===== src/rtl/dense_param_loader.sv =====
// Dense-layer parameter loader.
// Accepts a valid/ready word stream and fills a registered weight matrix
// followed by a bias vector. The stream order is weights row-major, then biases.
// A complete set must end with s_last on exactly the final word; any other
// placement of s_last, or a missing one, parks the loader in ERR until clear.
module dense_param_loader #(
  parameter int DATA_W = 8,
  parameter int D1     = 4,
  parameter int D2     = 4
) (
  input  logic                                  clk,
  input  logic                                  rst,
  input  logic                                  s_valid,
  output logic                                  s_ready,
  input  logic [DATA_W-1:0]                     s_data,
  input  logic                                  s_last,
  input  logic                                  clear,
  output logic [D1-1:0][D2-1:0][DATA_W-1:0]     weights_o,
  output logic [D2-1:0][DATA_W-1:0]             biases_o,
  output logic                                  params_valid,
  output logic                                  busy,
  output logic                                  err
);

  localparam int NW = D1 * D2;
  localparam int N  = NW + D2;
  localparam int CW = $clog2(N);

  localparam logic [CW-1:0] LAST_IDX   = CW'(N - 1);
  localparam logic [CW-1:0] LAST_W_IDX = CW'(NW - 1);

  typedef enum logic [2:0] {
    IDLE,
    LOAD_W,
    LOAD_B,
    DONE,
    ERR
  } state_t;

  state_t        state;
  state_t        xfer_state;
  logic [CW-1:0] cnt;
  logic          xfer;
  logic          loading;

  // Where the FSM lands after accepting the word at position idx.
  // s_last is only legal on the final word, and the final word needs it.
  function automatic state_t after_xfer(input logic [CW-1:0] idx, input logic last);
    state_t r;
    if (last != (idx == LAST_IDX)) begin
      r = ERR;
    end else if (idx == LAST_IDX) begin
      r = DONE;
    end else if (idx < LAST_W_IDX) begin
      r = LOAD_W;
    end else begin
      r = LOAD_B;
    end
    return r;
  endfunction

  assign loading    = (state == IDLE) || (state == LOAD_W) || (state == LOAD_B);
  assign s_ready    = loading && !clear;
  assign xfer       = s_valid && s_ready;
  assign xfer_state = after_xfer(cnt, s_last);

  // Control FSM: state, word counter and the registered status flags.
  always_ff @(posedge clk) begin
    if (rst) begin
      state        <= IDLE;
      cnt          <= '0;
      params_valid <= 1'b0;
      busy         <= 1'b0;
      err          <= 1'b0;
    end else if (clear) begin
      state        <= IDLE;
      cnt          <= '0;
      params_valid <= 1'b0;
      busy         <= 1'b0;
      err          <= 1'b0;
    end else if (xfer) begin
      state        <= xfer_state;
      params_valid <= (xfer_state == DONE);
      err          <= (xfer_state == ERR);
      busy         <= (xfer_state == LOAD_W) || (xfer_state == LOAD_B);
      if ((xfer_state == LOAD_W) || (xfer_state == LOAD_B)) begin
        cnt <= cnt + CW'(1);
      end
    end
  end

  // Parameter storage: the accepted word goes to the slot selected by the counter.
  always_ff @(posedge clk) begin
    if (rst) begin
      weights_o <= '0;
      biases_o  <= '0;
    end else if (xfer) begin
      for (int i = 0; i < D1; i++) begin
        for (int j = 0; j < D2; j++) begin
          if (cnt == CW'(i * D2 + j)) begin
            weights_o[i][j] <= s_data;
          end
        end
      end
      for (int j = 0; j < D2; j++) begin
        if (cnt == CW'(NW + j)) begin
          biases_o[j] <= s_data;
        end
      end
    end
  end

endmodule


===== config.mk =====
export PLATFORM = sky130hd
export DESIGN_NAME = dense_param_loader
export DESIGN_NICKNAME = d
export VERILOG_FILES = /design/src/rtl/dense_param_loader.sv
export SDC_FILE = /design/constraint.sdc
export NUM_CORES = 1
export LEC_CHECK = 0
export ABC_AREA = 1
export CAP_MARGIN = 0
export CORE_MARGIN = 3
export CORE_UTILIZATION = 40
export DETAILED_ROUTE_END_ITERATION = 8
export PLACE_DENSITY = 0.77
export SYNTH_ARGS = -nofsm -noshare
export SYNTH_HDL_FRONTEND = slang
export SYNTH_SLANG_ARGS = --single-unit

===== constraint.sdc =====
create_clock -name clk -period 1.85 [get_ports clk]
set_input_delay 0.37 -clock clk [delete_from_list [all_inputs] [get_ports clk]]
set_output_delay 0.37 -clock clk [all_outputs]
set_load 0.01 [all_outputs]

After elaboration in Yosys (flattened, before gate mapping)
Index checks and enable logic that the tools add are counted.
{ "word_totals": {"register_bits": 171, "in_bits": 13, "wordCells": 86} }
{ "op_classes": {"mux": 3, "n_reduce_logical": 30, "magnitude_cmp": 1, "n_eq_ne": 26, "add_sub_neg": 1} }
{ "op_table": {"columns": ["operator", "n"], "rows": [
  ["2-bit AND reduction", 21],
  ["5-bit by 4-bit == test with 1-bit output (second input constant)", 8],
  ["5-bit by 3-bit == test with 1-bit output (second input constant)", 4],
  ["5-bit == test (second input constant)", 4],
  ["5-bit by 2-bit == test with 1-bit output (second input constant)", 2],
  ["3-bit by 2-bit == test with 1-bit output (second input constant)", 3],
  ["3-bit by 1-bit == test with 1-bit output (second input constant)", 2],
  ["5-bit by 1-bit adder with 5-bit output (second input constant)", 1],
  ["5-bit by 1-bit == test with 1-bit output (second input constant)", 1],
  ["5-bit zero test", 1],
  ["5-bit by 4-bit less-than comparator with 1-bit output (second input constant)", 1],
  ["2-bit 2-to-1 mux", 2],
  ["3-bit == test (second input constant)", 1],
  ["3-bit zero test", 1],
  ["1-bit logical OR", 3],
  ["3-bit 2-to-1 mux", 1],
  ["1-bit logical AND", 2],
  ["2-bit OR reduction", 1],
  ["1-bit zero test", 1],
  ["1-bit inequality test", 1]
]} }

Depth between registers and ports, before layout
Gate-level depths: netlist (run 1).
{ "depth": {"depth_word": 7, "depth_mapped": 10, "ltp_nobuf": 8} }

Worst setup path after synthesis (run 1)
No wires, ideal clock.
{ "synth_path": {"kind": "register to register", "start": "register cnt[2]", "end": "register cnt[2]", "period_less_slack_ns": 1.823, "path_stages_with_launch": 10, "setup_time_ns": 0.132, "arrival_ns": 1.691, "setup_slack_ns": 0.027, "path_buffers": 2, "path_cell_list": "dfxtp_1 > buf_4 > nor2_2 > nand3_1 > buf_2 > ha_1 > nand4_1 > inv_1 > nand2_1 > a21oi_1"} }
{ "synth_between": {"elab_chain_cells": 7, "elab_cells_between_ends": 11} }
{ "synth_lines": {"columns": ["item", "line", "source"], "rows": [
  ["start: declaration", "42", "logic [CW-1:0] cnt;"],
  ["start signal: assignment", "87", "cnt <= cnt + CW'(1);"],
  ["5-bit by 4-bit less-than comparator with 1-bit output", "54", "end else if (idx < LAST_W_IDX) begin"],
  ["2-bit 2-to-1 mux", "54", null],
  ["2-bit 2-to-1 mux", "52", "end else if (idx == LAST_IDX) begin"],
  ["3-bit 2-to-1 mux", "50", "if (last != (idx == LAST_IDX)) begin"],
  ["3-bit by 1-bit == test with 1-bit output or 3-bit by 2-bit == test with 1-bit output (tied branches)", "86", "if ((xfer_state == LOAD_W) || (xfer_state == LOAD_B)) begin"],
  ["1-bit logical OR", "86", null],
  ["2-bit AND reduction (no source line)", null, null]
]} }
Parallel ways exist; a longest one is shown, timed or not.
A chain may end at the register's enable or synchronous reset.

Final worst setup path (run 1)
{ "layout_path": {"start": "register weights_o[120] (netlist name)", "end": "output weights_o[120] (netlist name)"} }
{ "layout_lines": {"columns": ["item", "line", "source"], "rows": [
  ["start: declaration", "18", "output logic [D1-1:0][D2-1:0][DATA_W-1:0] weights_o,"],
  ["start signal: indexed assignment", "101", "weights_o[i][j] <= s_data;"]
]} }
No word-level cell between the ends.

==> metrics.log, run 1 <==
[metrics] setup violation total in the final timing report: 0
[metrics] number of global-route vias before repair: 5970
[metrics] Seq/Total Area, Yosys: 51.3%
[metrics] total power consumption of the routed design: 7.66 mW
[metrics] die extent in y: 135 um
[metrics] worst vdd rail ir drop: 612 uV
[metrics] layout cells sized above 1: 9.40%
[metrics] aggregate global routing overflow: 0
[metrics] Crit Path Max Fanout: 2
[metrics] max-slew violation count: 0
[metrics] Final Hold Violating Endpoints: 0
[metrics] Worst Clk Skew: 12.3 ps
[metrics] area growth from synthesis to final layout: 42.5%
[metrics] commonest non-fill, non-tap cell in the layout: sky130_fd_sc_hd__nor2_1
[metrics] Starting Density: 41.4%
[metrics] global-route wire length before repair: 31.4 mm
[metrics] element type at the critical path start: flip-flop
[metrics] static leakage power: 3.68 nW
[metrics] final worst-path setup slack: 104 ps
[metrics] Placement Setup Slack: -225 ps
[metrics] leading cell types by total area after synthesis: sky130_fd_sc_hd__dfxtp_1, sky130_fd_sc_hd__nor2_1, sky130_fd_sc_hd__nand2_1
[metrics] delay of the slowest cell on the worst path: 560 ps
[metrics] combined area of all synthesized cells: 0.00668 sq mm
[metrics] Die ar.: 0.0183 sq mm
[metrics] post-layout minimum cycle time: 1750 ps
[metrics] worst setup path endpoint: weights_o[120]
[metrics] outcome: complete, no violations
[metrics] timing-limited maximum frequency: 573 MHz
[metrics] cell count after synthesis: 907
[metrics] TritonCTS clock tree: yes
[metrics] number of synthesized flops with an enable pin: 0
[metrics] clock insertion delay at the later pin of the skew report: 430 ps
[metrics] count of buffers from port buffering: 176
[metrics] dominant cell type by area after synthesis: sky130_fd_sc_hd__dfxtp_1
[metrics] Num CTS Buffers: 17
[metrics] Boundary Pins: 177
[metrics] worst setup path startpoint: weights_o[120]$_SDFFE_PP0P_
[metrics] Fin Hold WS: 468 ps
[metrics] commonest cells after routing, fill and taps aside: sky130_fd_sc_hd__nor2_1, sky130_fd_sc_hd__nand2_1, sky130_fd_sc_hd__clkdlybuf4s50_1, sky130_fd_sc_hd__dfxtp_1, sky130_fd_sc_hd__o21ai_0
[metrics] via count: 6450
[metrics] net count of the finished layout: 1112
[metrics] reg-to-reg setup timing slack: 230 ps
[metrics] CP Depth: 1
[metrics] unrepaired setup endpoints after global routing: no
[metrics] number of register bits inferred by synthesis: 171
[metrics] sequence of cells on the critical path: clkdlybuf4s50_1
[metrics] capturing element type of the critical path: primary output
[metrics] Clock H-tree levels: 4
[metrics] worst reg2reg path depth: 6
[metrics] share of synthesized registers carrying an async set or reset: 0%
[metrics] Cell Count, Final, Fillers Out: 1322
[metrics] number of antenna violations at the first check in global routing: 0
[metrics] Syn Area/Cell: 7.36 sq um
[metrics] area of the placeable core: 0.0161 sq mm
[metrics] mean number of vias per cell: 4.88
[metrics] reg-to-reg critical path startpoint: cnt[0]$_SDFFE_PP0P_
[metrics] number of max-capacitance violations reported: 0
[metrics] overall die width: 135 um
[metrics] clock transition at the register clock pins on the worst setup and hold paths after CTS: 60 ps
[metrics] maximum number of pins on one net before global-route repair: 64
[metrics] crit path max-delay cell type: sky130_fd_sc_hd__clkdlybuf4s50_1
[metrics] Clock Tree Root: sky130_fd_sc_hd__clkbuf_16
[metrics] placer congestion estimate: 0.865
[metrics] fraction of synthesized cell area taken by the top area cell type: 51.3%
[metrics] data arrival time of the critical path: 1380 ps
[metrics] row cnt: 46
[metrics] # diodes: 0
[metrics] Iteration-0 DRC Markers: 408
[metrics] post-detailed-routing wire length: 19.6 mm
[metrics] most instantiated flip-flop cell in the synthesis netlist: sky130_fd_sc_hd__dfxtp_1
[metrics] data required time at the worst endpoint: 1480 ps
[metrics] Post-Synthesis Net Count: 926
[metrics] total iterations of the first detailed-routing run: 4
[metrics] number of buffers on the longest clock path: 2
[metrics] global-route total usage across every layer: 21.6%
[metrics] CP Buf/Inv Count: 1
[metrics] worst relative slew slack: 72.2%
[metrics] clock sink total: 171
[metrics] number of instances in the placed design: 1286
[metrics] final worst-path cycle share: 94.4%
[metrics] Distinct cells, synth: 22
[metrics] routed length per instance: 14.8 um
[metrics] detailed-route DRC error count: 0
[metrics] Routed Antenna Nets: 0
[metrics] actual slew at the worst max-slew pin: 415 ps
[metrics] total half-perimeter wirelength after legalization and detailed placement: 13.3 mm
[metrics] endpoint of the lowest-slack register-to-register path: weights_o[20]$_SDFFE_PP0P_
[metrics] Yosys Warn Count: 0
[metrics] type of the worst setup path: reg2out
[metrics] Worst path top cell family by delay: buffers and inverters
[metrics] Power per Cell Area: 805 mW/mm^2
[metrics] Hold Path Class: reg2reg
[routing by layer]
metal | up-vias | part of all wire, % | wire [um] | global-route usage [%]
li1 | 3271 | - | - | -
met1 | 2924 | 44 | 8700 | 28.4
met4 | 0 | 1.6 | 308 | 7.39
met2 | 230 | 45 | 8750 | 33.6
met3 | 25 | 9.2 | 1810 | 7.17
met5 | - | 0 | 0 | 0
[cell type report]
type	count	area, sq um
tap	216	270
sequential	171	3420
multi-input combinational	657	2920
fill	1493	6600
timing repair buffer	220	2220
clock buffer	18	429
clock inverter	14	160
inverter	26	104
[cells in the mapped netlist (7+ instances only)]
library cell,number
sky130_fd_sc_hd__nor2_1,236
sky130_fd_sc_hd__nand2_1,185
sky130_fd_sc_hd__dfxtp_1,171
sky130_fd_sc_hd__o21ai_0,81
sky130_fd_sc_hd__nor3_1,80
sky130_fd_sc_hd__clkbuf_1,22
sky130_fd_sc_hd__nand3_1,22
sky130_fd_sc_hd__a21oi_1,18
sky130_fd_sc_hd__buf_2,18
sky130_fd_sc_hd__inv_1,16
sky130_fd_sc_hd__nor2_2,11
sky130_fd_sc_hd__clkinv_1,10
sky130_fd_sc_hd__buf_1,7
sky130_fd_sc_hd__nand3_2,7
[logic make-up (layout without fill, tap and decap cells)]
kind of cell | Yosys count | in the layout | share of synthesized area, %
AO/OA/AOI/OAI | 99 | 99 | 7.42
AND/OR/NAND/NOR | 551 | 551 | 34.8
XOR/XNOR | 1 | 1 | 0.131
adder cells (fa/ha/maj) | 6 | 6 | 1.12
buffers and inverters | 79 | 278 | 5.23
flip-flops | 171 | 171 | 51.3
[worst min path at each step]
stage	from	endpoint	slack (ps)	cells after the start
final	weights_o[21]$_SDFFE_PP0P_	weights_o[21]$_SDFFE_PP0P_	470	2
after global routing	weights_o[17]$_SDFFE_PP0P_	weights_o[17]$_SDFFE_PP0P_	490	2
after CTS	weights_o[18]$_SDFFE_PP0P_	weights_o[18]$_SDFFE_PP0P_	470	2
after detailed placement	weights_o[17]$_SDFFE_PP0P_	weights_o[17]$_SDFFE_PP0P_	460	2
after global placement	state[2]$_SDFFE_PP0P_	state[2]$_SDFFE_PP0P_	450	2
after floorplan	state[2]$_SDFFE_PP0P_	state[2]$_SDFFE_PP0P_	440	2
[power breakdown]
part	switching, mW	internal, mW	leakage (nW)
logic	0.257	0.146	2.02
clock network	1.53	2.02	0.280
registers	0.0125	3.70	1.38
total	1.80	5.86	3.68
[sequential cells by signal, indices dropped and copies added (netlist names)]
signal and flops:
params_valid 1, cnt 5, weights_o 128, busy 1, err 1, biases_o 32, state 3
[worst reg2reg max path, delay by kind of cell, from the launching register on]
kind | cells | cell delay, ps
AO/OA/AOI/OAI | 1 | 170
adder cells (fa/ha/maj) | 1 | 320
buffers and inverters | 1 | 160
flip-flops | 1 | 340
AND/OR/NAND/NOR | 3 | 570
[stage by stage]
| stage | utilization, % | cell area [sq um] | TNS, ps |
|---|---|---|---|
| finish | 59.1 | 9520 | 0 |
| global placement | 55.2 | 8890 | -2980 |
| global route | 59.1 | 9520 | 0 |
| CTS | 58.9 | 9480 | 0 |
| detailed placement | 55.2 | 8890 | -9990 |
| floorplan | - | 6680 | 0 |
[repair_timing]
item / 4_1_cts / 5_1_grt
hold buffers: 0 / 0
setup endpoints to repair: 1 / 54
setup buffers: 0 / 4
resized for setup: 2 / 1
(Power assumes the default switching activity.)
==> run 2, diff against run 1 <==
Settings changed: CELL_PAD_IN_SITES_DETAIL_PLACEMENT set to 0, CELL_PAD_IN_SITES_GLOBAL_PLACEMENT set to 1, CORE_UTILIZATION 40 to 31, PLACE_DENSITY 0.77 to 0.82.
==> run 2 against run 1 <==
Compared with the run above:
- design area is 0.53% higher
- worst setup slack better by 7.4 ps
- critical path depth stayed put
- via count is 2.6% lower
- count of clock-buffer cells in the layout is 4 higher
- routed wire length is 5.8% higher
- fmax is 0.43% higher
- sequential power hardly changed
- combinational power is 3% higher
- sequential cell count stayed put
- global-route usage is 4.1 points lower
- sequential share of layout area is 0.19 points lower
- highest routed layer unchanged
==> metrics.log, run 2 (same netlist as run 1, synthesis figures left out) <==
[metrics] outcome: complete, no violations
[metrics] detailed-route DRC error count: 0
[metrics] final worst-path cycle share: 94.0%
[metrics] Routed Antenna Nets: 0
[metrics] busiest layer in global routing: met2
[metrics] worst vdd rail ir drop: 546 uV
[metrics] data arrival time of the critical path: 1370 ps
[metrics] placer congestion estimate: 0.782
[metrics] net count of the finished layout: 1111
[metrics] number of global-route vias before repair: 5889
[metrics] Crit Path Max Fanout: 2
[metrics] via count: 6284
[metrics] clock transition at the register clock pins on the worst setup and hold paths after CTS: 60 ps
[metrics] commonest cells after routing, fill and taps aside: sky130_fd_sc_hd__nor2_1, sky130_fd_sc_hd__nand2_1, sky130_fd_sc_hd__clkdlybuf4s50_1, sky130_fd_sc_hd__dfxtp_1, sky130_fd_sc_hd__o21ai_0
[metrics] Hold Path Cell Cnt: 2
[metrics] max-slew violation count: 0
[metrics] Endpoint, Worst Hold: state[2]$_SDFFE_PP0P_
[metrics] layout cells sized above 1: 9.14%
[metrics] Boundary Pins: 177
[metrics] reg-to-reg setup timing slack: 180 ps
[metrics] post-detailed-routing wire length: 20.7 mm
[metrics] CP Buf/Inv Count: 1
[metrics] Worst path top cell family by delay: buffers and inverters
[metrics] Clock H-tree levels: 4
[metrics] area of all placed cells without fillers: 0.00957 sq mm
[metrics] Num CTS Buffers: 17
[metrics] area of placed instances: 0.00900 sq mm
[metrics] Core Util, Final: 45.4%
[metrics] # diodes: 0
[metrics] area growth from synthesis to final layout: 43.3%
[metrics] setup violation total in the final timing report: 0
[metrics] commonest non-fill, non-tap cell in the layout: sky130_fd_sc_hd__nor2_1
[metrics] Clock Tree Root: sky130_fd_sc_hd__clkbuf_16
[metrics] count of buffers from port buffering: 176
[metrics] met3 routing resource usage after global routing: 5.82%
[metrics] row cnt: 53
[metrics] Starting Density: 31.7%
[metrics] data required time at the worst endpoint: 1480 ps
[metrics] TritonCTS clock tree: yes
[metrics] number of max-capacitance violations reported: 0
[metrics] internal power consumption: 5.78 mW
[metrics] sequence of cells on the critical path: clkdlybuf4s50_1
[metrics] element type at the critical path start: flip-flop
[metrics] overall die width: 153 um
[metrics] origin of the worst min-delay path: state[2]$_SDFFE_PP0P_
[metrics] aggregate global routing overflow: 0
[metrics] switch share: 23.4%
[metrics] number of antenna violations at the first check in global routing: 0
[metrics] area of the placeable core: 0.0211 sq mm
[metrics] total iterations of the first detailed-routing run: 4
[metrics] largest registers in the final layout: weights_o (128), biases_o (32), cnt (5)
[metrics] clock insertion delay at the later pin of the skew report: 430 ps
[metrics] total of fill cells in the finished design: 2089
[metrics] worst reg2reg path depth: 6
[metrics] routed length per instance: 15.0 um
[metrics] Placement Setup Slack: -114 ps
[metrics] static leakage power: 3.68 nW
[metrics] Comb power frac: 5.5%
[metrics] maximum number of pins on one net before global-route repair: 53
[metrics] Die ar.: 0.0233 sq mm
[metrics] Clock power frac: 45.3%
[metrics] clock sink total: 171
[metrics] capturing element type of the critical path: primary output
[metrics] number of buffers on the longest clock path: 2
[metrics] reg-to-reg critical path startpoint: cnt[0]$_SDFFE_PP0P_
[metrics] type of the worst setup path: reg2out
[metrics] reported net switching power: 1.76 mW
[metrics] max FFs per register: 128
[metrics] Largest Register: weights_o
[metrics] Final Hold Violating Endpoints: 0
[metrics] timing-limited maximum frequency: 575 MHz
[metrics] crit path max-delay cell type: sky130_fd_sc_hd__clkdlybuf4s50_1
[metrics] Seq pwr share: 49.2%
[metrics] post-CTS resize count: 3
[metrics] final worst-path setup slack: 111 ps
[metrics] total half-perimeter wirelength after legalization and detailed placement: 14.2 mm
[metrics] endpoint of the lowest-slack register-to-register path: weights_o[98]$_SDFFE_PP0P_
[metrics] post-layout minimum cycle time: 1740 ps
[metrics] mean number of vias per cell: 4.55
[metrics] global-route wire length before repair: 32.9 mm
[metrics] buffers inserted by post-CTS timing repair: 0
[metrics] Worst Clk Skew: 10.7 ps
[metrics] final-layout setup total negative slack: 0 ps
[metrics] number of buffers added to fix hold violations after cts: 0
[metrics] Power per Cell Area: 788 mW/mm^2
[metrics] Hold Path Class: reg2reg
[metrics] actual slew at the worst max-slew pin: 400 ps
[metrics] Iteration-0 DRC Markers: 288
[metrics] unrepaired setup endpoints after global routing: no
[metrics] worst relative slew slack: 73.2%
[metrics] die extent in y: 153 um
[metrics] CP Depth: 1
[metrics] delay of the slowest cell on the worst path: 560 ps
[metrics] global-route total usage across every layer: 17.5%
[metrics] M2 GR Usage: 27.0%
[metrics] met1 usage in global routing: 24.1%
[run 2: cell count changes in the layout (fill, tap and decap cells not counted), moves of 2 or more]
cell / change
sky130_fd_sc_hd__clkinv_2: +3
sky130_fd_sc_hd__inv_6: -3
sky130_fd_sc_hd__clkbuf_1: +2
sky130_fd_sc_hd__clkbuf_8: +2
sky130_fd_sc_hd__clkinvlp_4: -3
sky130_fd_sc_hd__buf_4: -2
[run 2: power groups by stage]
stage	registers, mW	clock network (mW)	logic (mW)
finish	3.71	3.42	0.415
global route	3.71	3.63	0.455
CTS	3.71	3.48	0.419
detailed placement	3.79	0	0.419
global placement	3.79	0	0.418
floorplan	3.79	0	0.206
[run 2: stage by stage]
step	std cells	hold slack, ps	total power, mW
CTS	1380	465	7.60
detailed placement	1348	455	4.21
global placement	1348	455	4.21
floorplan	907	442	4.00
global route	1380	497	7.79
finish	1380	462	7.54
[run 2: layer usage]
metal	part of all wire [%]	wire length, um	up-vias
met2	43	8970	190
met5	0	0	-
met3	8.1	1680	10
met4	0.58	121	0
li1	-	-	3276
met1	48	9940	2808
[run 2: layout make-up]
| type | count | area, sq um | share of cell area, % |
|---|---|---|---|
| Sequential cell | 171 | 3420 | 35.8 |
| Clock buffer | 22 | 464 | 4.85 |
| Tap cell | 275 | 344 | 3.60 |
| Inverter | 26 | 103 | 1.07 |
| Multi-Input combinational cell | 657 | 2920 | 30.5 |
| Clock inverter | 10 | 92.6 | 0.968 |
| Timing Repair Buffer | 219 | 2220 | 23.2 |
[run 2: how the worst max path moves through the flow]
stage | startpoint | to | slack (ps)
2_1_floorplan | cnt[2]$_SDFFE_PP0P_ | cnt[2]$_SDFFE_PP0P_ | 30
3_3_place_gp | clear | weights_o[71]$_SDFFE_PP0P_ | -70
3_5_place_dp | clear | weights_o[14]$_SDFFE_PP0P_ | -110
4_1_cts | weights_o[72]$_SDFFE_PP0P_ | weights_o[72] | 90
5_1_grt | cnt[0]$_SDFFE_PP0P_ | weights_o[97]$_SDFFE_PP0P_ | 10
6_report | weights_o[73]$_SDFFE_PP0P_ | weights_o[73] | 110
==> run 3, diff against run 2 <==
Settings changed: CORE_MARGIN 3 to 2, CTS_CLUSTER_SIZE set to 28.
==> run 3 against run 2 <==
Compared with the run above:
- register-to-register slack better by 20 ps
- count of clock-buffer cells in the layout is 2 lower
- design area about the same
- core utilization about the same
- non-clock buffer count decreased by 1
- critical path depth unchanged
- sequential cell count stayed put
- clock power grew 6.4%
- final cell count about the same
- sequential power barely moved
- worst setup slack got worse by 42 ps
- via count is 1.0% higher
==> metrics.log, run 3 (same netlist as run 1, synthesis figures left out) <==
[metrics] Worst path top cell family by delay: buffers and inverters
[metrics] total of fill cells in the finished design: 2120
[metrics] total half-perimeter wirelength after legalization and detailed placement: 13.9 mm
[metrics] Hold Path Cell Cnt: 2
[metrics] data required time at the worst endpoint: 1480 ps
[metrics] number of global-route vias before repair: 5821
[metrics] max-slew violation count: 0
[metrics] max FFs per register: 128
[metrics] Routed Antenna Nets: 0
[metrics] Final Hold Violating Endpoints: 0
[metrics] Hold Path Class: reg2reg
[metrics] row cnt: 53
[metrics] maximum number of pins on one net before global-route repair: 61
[metrics] die extent in y: 151 um
[metrics] TritonCTS clock tree: yes
[metrics] setup violation total in the final timing report: 0
[metrics] post-layout minimum cycle time: 1780 ps
[metrics] mean number of vias per cell: 4.60
[metrics] reported net switching power: 1.83 mW
[metrics] overall die width: 151 um
[metrics] timing-limited maximum frequency: 561 MHz
[metrics] final worst-path cycle share: 96.3%
[metrics] clock sink total: 171
[metrics] Boundary Pins: 177
[metrics] layout cells sized above 1: 9.24%
[metrics] crit path max-delay cell type: sky130_fd_sc_hd__clkdlybuf4s50_1
[metrics] global-route total usage across every layer: 18.2%
[metrics] total iterations of the first detailed-routing run: 5
[metrics] count of buffers from port buffering: 176
[metrics] switch share: 23.6%
[metrics] worst relative slew slack: 70.7%
[metrics] capturing element type of the critical path: primary output
[metrics] sequence of cells on the critical path: clkdlybuf4s50_1
[metrics] post-detailed-routing wire length: 20.5 mm
[metrics] internal power consumption: 5.92 mW
[metrics] busiest layer in global routing: met2
[metrics] Worst Clk Skew: 15.5 ps
[metrics] Power per Cell Area: 810 mW/mm^2
[metrics] commonest cells after routing, fill and taps aside: sky130_fd_sc_hd__nor2_1, sky130_fd_sc_hd__nand2_1, sky130_fd_sc_hd__clkdlybuf4s50_1, sky130_fd_sc_hd__dfxtp_1, sky130_fd_sc_hd__o21ai_0
[metrics] placer congestion estimate: 0.776
[metrics] element type at the critical path start: flip-flop
[metrics] met3 routing resource usage after global routing: 4.64%
[metrics] area growth from synthesis to final layout: 43.3%
[metrics] Largest Register: weights_o
[metrics] worst vdd rail ir drop: 600 uV
[metrics] Die ar.: 0.0227 sq mm
[metrics] net count of the finished layout: 1110
[metrics] number of antenna violations at the first check in global routing: 0
[metrics] unrepaired setup endpoints after global routing: no
[metrics] CP Depth: 1
[metrics] clock insertion delay at the later pin of the skew report: 440 ps
[metrics] number of max-capacitance violations reported: 0
[metrics] actual slew at the worst max-slew pin: 436 ps
[metrics] area of the placeable core: 0.0211 sq mm
[metrics] Starting Density: 31.7%
[metrics] met1 usage in global routing: 25.9%
[metrics] routed length per instance: 14.9 um
[metrics] Comb power frac: 5.2%
[metrics] number of buffers added to fix hold violations after cts: 0
[metrics] aggregate global routing overflow: 0
[metrics] Num CTS Buffers: 17
[metrics] # diodes: 0
[metrics] largest registers in the final layout: weights_o (128), biases_o (32), cnt (5)
[metrics] Seq pwr share: 47.8%
[metrics] final-layout setup total negative slack: 0 ps
[metrics] outcome: complete, no violations
[metrics] Clock Tree Root: sky130_fd_sc_hd__clkbuf_16
[metrics] number of buffers on the longest clock path: 2
[metrics] Clock power frac: 47.0%
[metrics] Crit Path Max Fanout: 2
[metrics] M2 GR Usage: 27.1%
[metrics] delay of the slowest cell on the worst path: 610 ps
[metrics] clock transition at the register clock pins on the worst setup and hold paths after CTS: 70 ps
[metrics] Iteration-0 DRC Markers: 381
[metrics] type of the worst setup path: reg2out
[metrics] commonest non-fill, non-tap cell in the layout: sky130_fd_sc_hd__nor2_1
[metrics] CP Buf/Inv Count: 1
[metrics] Clock H-tree levels: 4
[metrics] detailed-route DRC error count: 0
[metrics] data arrival time of the critical path: 1410 ps
[metrics] worst reg2reg path depth: 6
[metrics] via count: 6347
[metrics] static leakage power: 3.68 nW
[metrics] global-route wire length before repair: 31.9 mm
[metrics] total power consumption of the routed design: 7.75 mW
-- run 3: cell type report --
| type | instances | area (sq um) | share of cell area [%] |
|---|---|---|---|
| Clock inverter | 12 | 139 | 1.45 |
| Clock buffer | 20 | 457 | 4.77 |
| Sequential cell | 171 | 3420 | 35.8 |
| Tap cell | 275 | 344 | 3.60 |
| Timing Repair Buffer | 218 | 2190 | 22.9 |
| Inverter | 26 | 104 | 1.09 |
| Multi-Input combinational cell | 657 | 2920 | 30.5 |
-- run 3: power groups by stage --
stage          registers, mW  clock network, mW  logic [mW]
2_1_floorplan           3.79                  0       0.206
3_3_place_gp            3.79                  0       0.410
3_5_place_dp            3.79                  0       0.410
4_1_cts                 3.71               3.69       0.410
5_1_grt                 3.71               3.84       0.445
6_report                3.71               3.64       0.406
-- run 3: what timing repair did --
action,4_1_cts,5_1_grt
setup buffers,0,0
endpoints found under the setup margin,1,8
gates resized for setup,2,1
-- run 3: final timing paths --
path	from	to	slack, ps
worst min register to register	state[2]$_SDFFE_PP0P_	state[2]$_SDFFE_PP0P_	470
worst max register to register	cnt[0]$_SDFFE_PP0P_	weights_o[98]$_SDFFE_PP0P_	200
worst max-delay path	weights_o[110]$_SDFFE_PP0P_	weights_o[110]	70
worst min-delay path	state[2]$_SDFFE_PP0P_	state[2]$_SDFFE_PP0P_	470
-- run 3: per-stage QoR --
stage	hold WS, ps	setup WS, ps	utilization [%]	instance area, sq um	std cells
global placement	457	-147	42.5	8970	1347
finish	470	68.5	45.4	9570	1379
global route	495	4.42	45.4	9570	1379
floorplan	442	27.2	-	6680	907
detailed placement	460	-206	42.5	8970	1347
CTS	471	70.9	45.4	9570	1379
-- run 3: routing by layer --
layer	up-vias	routed length (um)
met5	-	0
met4	0	231
met3	16	1450
met2	200	8720
met1	2858	10100
li1	3273	-
